### config.mk
export PLATFORM = sky130hd
export DESIGN_NAME = rx_xgmii_align
export DESIGN_NICKNAME = d
export VERILOG_FILES = /design/src/rtl/rx_xgmii_align.sv
export SDC_FILE = /design/constraint.sdc
export NUM_CORES = 1
export LEC_CHECK = 0
export CELL_PAD_IN_SITES_DETAIL_PLACEMENT = 0
export CELL_PAD_IN_SITES_GLOBAL_PLACEMENT = 1
export CORE_ASPECT_RATIO = 0.75
export CORE_MARGIN = 3
export CORE_UTILIZATION = 41
export DETAILED_ROUTE_END_ITERATION = 10
export PLACE_DENSITY_LB_ADDON = 0.1
export SLEW_MARGIN = 15
export SYNTH_ARGS = -nofsm -noshare
export SYNTH_HDL_FRONTEND = slang
export SYNTH_SLANG_ARGS = --single-unit
### constraint.sdc
create_clock -name rxclk -period 3.71 [get_ports rxclk]
set_clock_uncertainty 0.05 [all_clocks]
set_input_delay 0.742 -clock rxclk [delete_from_list [all_inputs] [get_ports rxclk]]
set_output_delay 0.742 -clock rxclk [all_outputs]
set_load 0.005 [all_outputs]
### src/rtl/rx_xgmii_align.sv
// rx_xgmii_align: XGMII receive front end ahead of the CRC checker.
// Finds /S/, strips preamble/SFD, realigns to lane 0, locates /T/.
module rx_xgmii_align #(
  parameter bit START_LANE4_EN = 1'b1,
  parameter bit CHECK_PREAMBLE = 1'b1
) (
  input  logic        rxclk,
  input  logic        reset,
  input  logic [63:0] rxd,
  input  logic [7:0]  rxc,
  output logic [63:0] crc_data,
  output logic        receiving,
  output logic        receiving_d1,
  output logic        receiving_d2,
  output logic        get_terminator,
  output logic [2:0]  terminator_location,
  output logic        code_error,
  output logic        preamble_error
);

  typedef enum logic [1:0] {
    IDLE,
    PRE_HI,
    DATA,
    TAIL
  } state_t;

  state_t      state_q;
  logic [63:0] cur_q;
  logic [7:0]  curc_q;
  logic [31:0] prev_hi_q;
  logic        align_q;
  logic [2:0]  tloc_q;

  logic [63:0] aligned;
  logic [2:0]  k_lane;
  logic        term_hit;
  logic [2:0]  term_loc;
  logic        s0, s4;
  logic        pre0_ok, pre4_ok, prehi_ok;

  function automatic logic [63:0] mask_bytes(
    input logic [63:0] d,
    input logic [2:0]  n
  );
    logic [63:0] r;
    r = d;
    for (int i = 0; i < 8; i++)
      if (i >= int'(n)) r[8*i +: 8] = 8'h00;
    return r;
  endfunction

  assign aligned = align_q ? {cur_q[31:0], prev_hi_q} : cur_q;

  // lowest control lane of the current word
  always_comb begin
    k_lane = 3'd0;
    for (int i = 7; i >= 0; i--)
      if (curc_q[i]) k_lane = 3'(i);
  end

  assign term_hit = cur_q[{k_lane, 3'b000} +: 8] == 8'hFD;
  assign term_loc = align_q ? {1'b1, k_lane[1:0]} : k_lane;

  assign s0 = curc_q[0] && cur_q[7:0] == 8'hFB;
  assign s4 = START_LANE4_EN && curc_q[4] &&
              cur_q[39:32] == 8'hFB;

  assign pre0_ok = curc_q == 8'h01 &&
    (!CHECK_PREAMBLE ||
     cur_q[63:8] == {8'hD5, {6{8'h55}}});
  assign pre4_ok = curc_q[7:4] == 4'h1 &&
    (!CHECK_PREAMBLE ||
     cur_q[63:40] == {3{8'h55}});
  assign prehi_ok = curc_q == 8'h00 &&
    (!CHECK_PREAMBLE ||
     cur_q[31:0] == {8'hD5, {3{8'h55}}});

  always_ff @(posedge rxclk) begin
    if (reset) begin
      state_q             <= IDLE;
      cur_q               <= '0;
      curc_q              <= '0;
      prev_hi_q           <= '0;
      align_q             <= 1'b0;
      tloc_q              <= '0;
      crc_data            <= '0;
      receiving           <= 1'b0;
      receiving_d1        <= 1'b0;
      receiving_d2        <= 1'b0;
      get_terminator      <= 1'b0;
      terminator_location <= '0;
      code_error          <= 1'b0;
      preamble_error      <= 1'b0;
    end else begin
      cur_q               <= rxd;
      curc_q              <= rxc;
      prev_hi_q           <= cur_q[63:32];
      receiving_d1        <= receiving;
      receiving_d2        <= receiving_d1;
      crc_data            <= '0;
      receiving           <= 1'b0;
      get_terminator      <= 1'b0;
      terminator_location <= '0;
      code_error          <= 1'b0;
      preamble_error      <= 1'b0;
      unique case (state_q)
        IDLE: begin
          if (s0) begin
            if (pre0_ok) begin
              state_q <= DATA;
              align_q <= 1'b0;
            end else begin
              preamble_error <= 1'b1;
            end
          end else if (s4) begin
            if (pre4_ok) begin
              state_q <= PRE_HI;
              align_q <= 1'b1;
            end else begin
              preamble_error <= 1'b1;
            end
          end
        end
        PRE_HI: begin
          if (prehi_ok) begin
            state_q <= DATA;
          end else begin
            preamble_error <= 1'b1;
            state_q        <= IDLE;
          end
        end
        DATA: begin
          if (curc_q == 8'h00) begin
            crc_data  <= aligned;
            receiving <= 1'b1;
          end else if (term_hit) begin
            receiving <= 1'b1;
            // /T/ in the upper half needs one more word
            if (align_q && k_lane[2]) begin
              crc_data <= aligned;
              tloc_q   <= {1'b0, k_lane[1:0]};
              state_q  <= TAIL;
            end else begin
              crc_data            <= mask_bytes(aligned, term_loc);
              get_terminator      <= 1'b1;
              terminator_location <= term_loc;
              state_q             <= IDLE;
            end
          end else begin
            code_error <= 1'b1;
            state_q    <= IDLE;
          end
        end
        TAIL: begin
          crc_data            <= mask_bytes(aligned, tloc_q);
          receiving           <= 1'b1;
          get_terminator      <= 1'b1;
          terminator_location <= tloc_q;
          state_q             <= IDLE;
        end
        default: state_q <= IDLE;
      endcase
    end
  end

endmodule

==> flow_metrics.tcl <==
set metrics [dict create \
    fillers 1254 \
    drt_iter0_drc 357 \
    tightest_slew_ps 797 \
    dpl.hpwl_um 11400 \
    synth_cell_types 50 \
    cts_resized 0 \
    cts-hold-fix-buffers 0 \
    synth_edf_count 0 \
    dieArea_um2 17000 \
    postPlaceCellArea_um2 7980 \
    setup_viol 0 \
    first_pass_iters 5 \
    busiest_layer "met1" \
    tns_ps 0 \
    grt.overflow.total 0 \
    gr-usage-met2 0.261 \
    maxCapViolCount 0 \
    gr-usage-met1 0.294 \
    intPower_mw 3.13 \
    crit_path_cell_trace "or4_1 > nor2_4 > inv_2 > nor3_2 > o211ai_2 > o211ai_4 > nand3_1 > nor3_1" \
    ys_ff_latch 182 \
    multiInputGateArea_um2 2560 \
    seqPwrFrac 0.504 \
    die_h_um 114 \
    slowest_stage "or4_1" \
    critPathArrivalTime_ps 3240 \
    grtUsageTotal 0.190 \
    grt_pass1_vias 4618 \
    viasPerCell 4.92 \
    antenna_found_initial 0 \
    switching_share 0.235 \
    ir_worst_vdd_v 0.000255 \
    postCtsSetupBuffers 0 \
    syn_area_per_cell_um2 10.5 \
    routed_wl_um 15800 \
    switchingPower_mw 0.962 \
    drive_gt1_frac 0.0686 \
    cts.root.buffer_cell "clkbuf_16" \
    ant_nets 0 \
    cts_num_sinks 182 \
    cts_tree "yes" \
    seq_area_um2 3650 \
    start_util 0.427 \
    run_status "finished, final reports clean" \
    synthTopCellsByCount "182 x dfxtp_1, 114 x nor2b_1, 65 x mux2i_1" \
    yosys_warnings 0 \
    syn_area_um2 6320 \
    path_buf_inv 1 \
    io_buffers 146 \
    period_share 0.796 \
    crit_required_ps 3990 \
    syn_nets 677 \
    core_area_um2 14800 \
    hold_viol 0 \
    slew_violations 0 \
    cpLargestDelayFamily "simple AND/OR/NAND/NOR gates" \
    final_area_um2 8560 \
    vias 4710 \
    slew_headroom 0.466 \
    clk_latency_ps 420 \
    post-route-min-period_ps 2950 \
    wire_per_inst_um 16.5 \
    cp-end-kind "flop" \
    synth_flop_cell "dfxtp_1" \
    yosys.area.top_type_share 0.576 \
    fmax_ghz 0.339 \
    rsz0062_at_grt "false" \
    synth_top_cell_by_area "dfxtp_1" \
    rows 38 \
    ios 147 \
    timing.hold.ws_ps 418 \
    grt_pass1_wl_um 24900 \
    crit_fanout 12 \
    die_w_um 149 \
    clk_pin_slew_worst_paths_ps 70 \
    p_comb_frac 0.063 \
    ys_seq_area_frac 0.576 \
    synth_cells 600 \
    path_class "reg2reg" \
    pwr-share-clk 0.433 \
    htreeDepth 4 \
    drcViolationCount 0 \
    numCtsBuffers 17 \
    cp-start-kind "flop" \
    syn_to_final_growth_pct 35.5 \
    synth_most_common_cell "dfxtp_1" \
    synth_area_leaders "dfxtp_1 58%, nor2b_1 11%, mux2i_1 10%" \
    place_congestion 0.832 \
    power_density_nw_per_um2 478 \
    hp-class "reg2reg" \
    p_leak_nw 2.94 \
    slowest_delay_ps 620 \
    grt_max_degree 73 \
    clk_path_buf_depth 2 \
    diodes 0 \
    synthArstFlopShare 0 \
    nNetsFinal 822 \
    use_met3 0.0449 \
]
-- cell families (layout without fill, tap and decap cells) --
| group | Yosys count | after routing | share of synthesized area |
|---|---|---|---|
| DFF | 182 | 182 | 0.576 |
| adders and majority gates | 3 | 3 | 0.00594 |
| buffers and inverters | 31 | 189 | 0.0186 |
| muxes | 66 | 66 | 0.105 |
| and+or+nand+nor | 275 | 275 | 0.243 |
| AOI/OAI and AO/OA | 43 | 43 | 0.0515 |
-- power by group through the flow --
stage               logic [mW]  clock network (mW)  registers (mW)
floorplan                0.145                   0            2.08
detailed placement       0.257                   0            2.11
CTS                      0.259                1.80            2.06
finish                   0.259                1.77            2.06
global placement         0.254                   0            2.10
global route             0.285                1.89            2.07
-- worst register-to-register path: stages (launching register included) --
cell and delay [ps]:
dfxtp_1 380, or4_1 620, nor2_4 170, inv_2 100, nor3_2 240, o211ai_2 190
o211ai_4 330, nand3_1 480, nor3_1 310
-- flip-flops by register name, indices dropped and copies added (netlist names) --
register / count
align_q: 1
state_q: 2
receiving_d1: 1
receiving_d2: 1
crc_data: 64
curc_q: 8
tloc_q: 2
terminator_location: 3
get_terminator: 1
code_error: 1
prev_hi_q: 32
receiving: 1
cur_q: 64
preamble_error: 1
-- path summary, 6_finish.rpt --
check	startpoint	end	slack, ps	cells past startpoint
hold reg to reg	prev_hi_q[13]	crc_data[13]	420	2
setup / recovery	curc_q[0]	crc_data[49]	760	8
hold / removal	prev_hi_q[13]	crc_data[13]	420	2
setup reg to reg	curc_q[0]	crc_data[49]	760	8
-- cell usage in the layout, fill, tap and decap left out, drive strengths merged, types with 2 or more instances in the layout --
cell / Yosys / routed
and3: 3 / 3
nand2: 10 / 10
or4: 3 / 3
clkdlybuf4s50: 0 / 145
nor3: 28 / 28
clkinvlp: 0 / 3
ha: 3 / 3
o31ai: 2 / 2
o21ai: 6 / 6
and4: 3 / 3
dfxtp: 182 / 182
nand3: 12 / 12
inv: 6 / 13
clkinv: 0 / 2
nor4: 11 / 11
o221ai: 3 / 3
a21oi: 13 / 13
mux2i: 65 / 65
o211ai: 7 / 7
nand4b: 3 / 3
clkbuf: 22 / 19
or3: 2 / 2
buf: 3 / 6
nor3b: 3 / 3
o21a: 2 / 2
nor2b: 114 / 114
nand4: 13 / 13
nor2: 65 / 65
-- area by class of cell --
class / count / area share
well taps: 200 / 0.0292
repair buffers: 151 / 0.175
multi-input cells: 387 / 0.299
inverters: 6 / 0.00263
flip-flops and latches: 182 / 0.426
clock inverters: 13 / 0.0158
clock buffers: 19 / 0.0529
-- layer usage --
| metal | vias up | share of wire |
|---|---|---|
| li1 | 2345 | - |
| met1 | 2179 | 0.52 |
| met2 | 171 | 0.41 |
| met3 | 15 | 0.059 |
| met4 | 0 | 0.010 |
| met5 | - | 0 |
-- per-stage QoR --
step                      power (mW)  cells  utilization  worst slack (ps)
final                           4.09    958        0.579               757
after global routing            4.24    958        0.579               511
after CTS                       4.12    958        0.579               726
after detailed placement        2.36    926        0.539               732
after global placement          2.36    926        0.539               959
after floorplan                 2.23    600            -              1290
No activity file was read; power rests on OpenSTA's default activity.
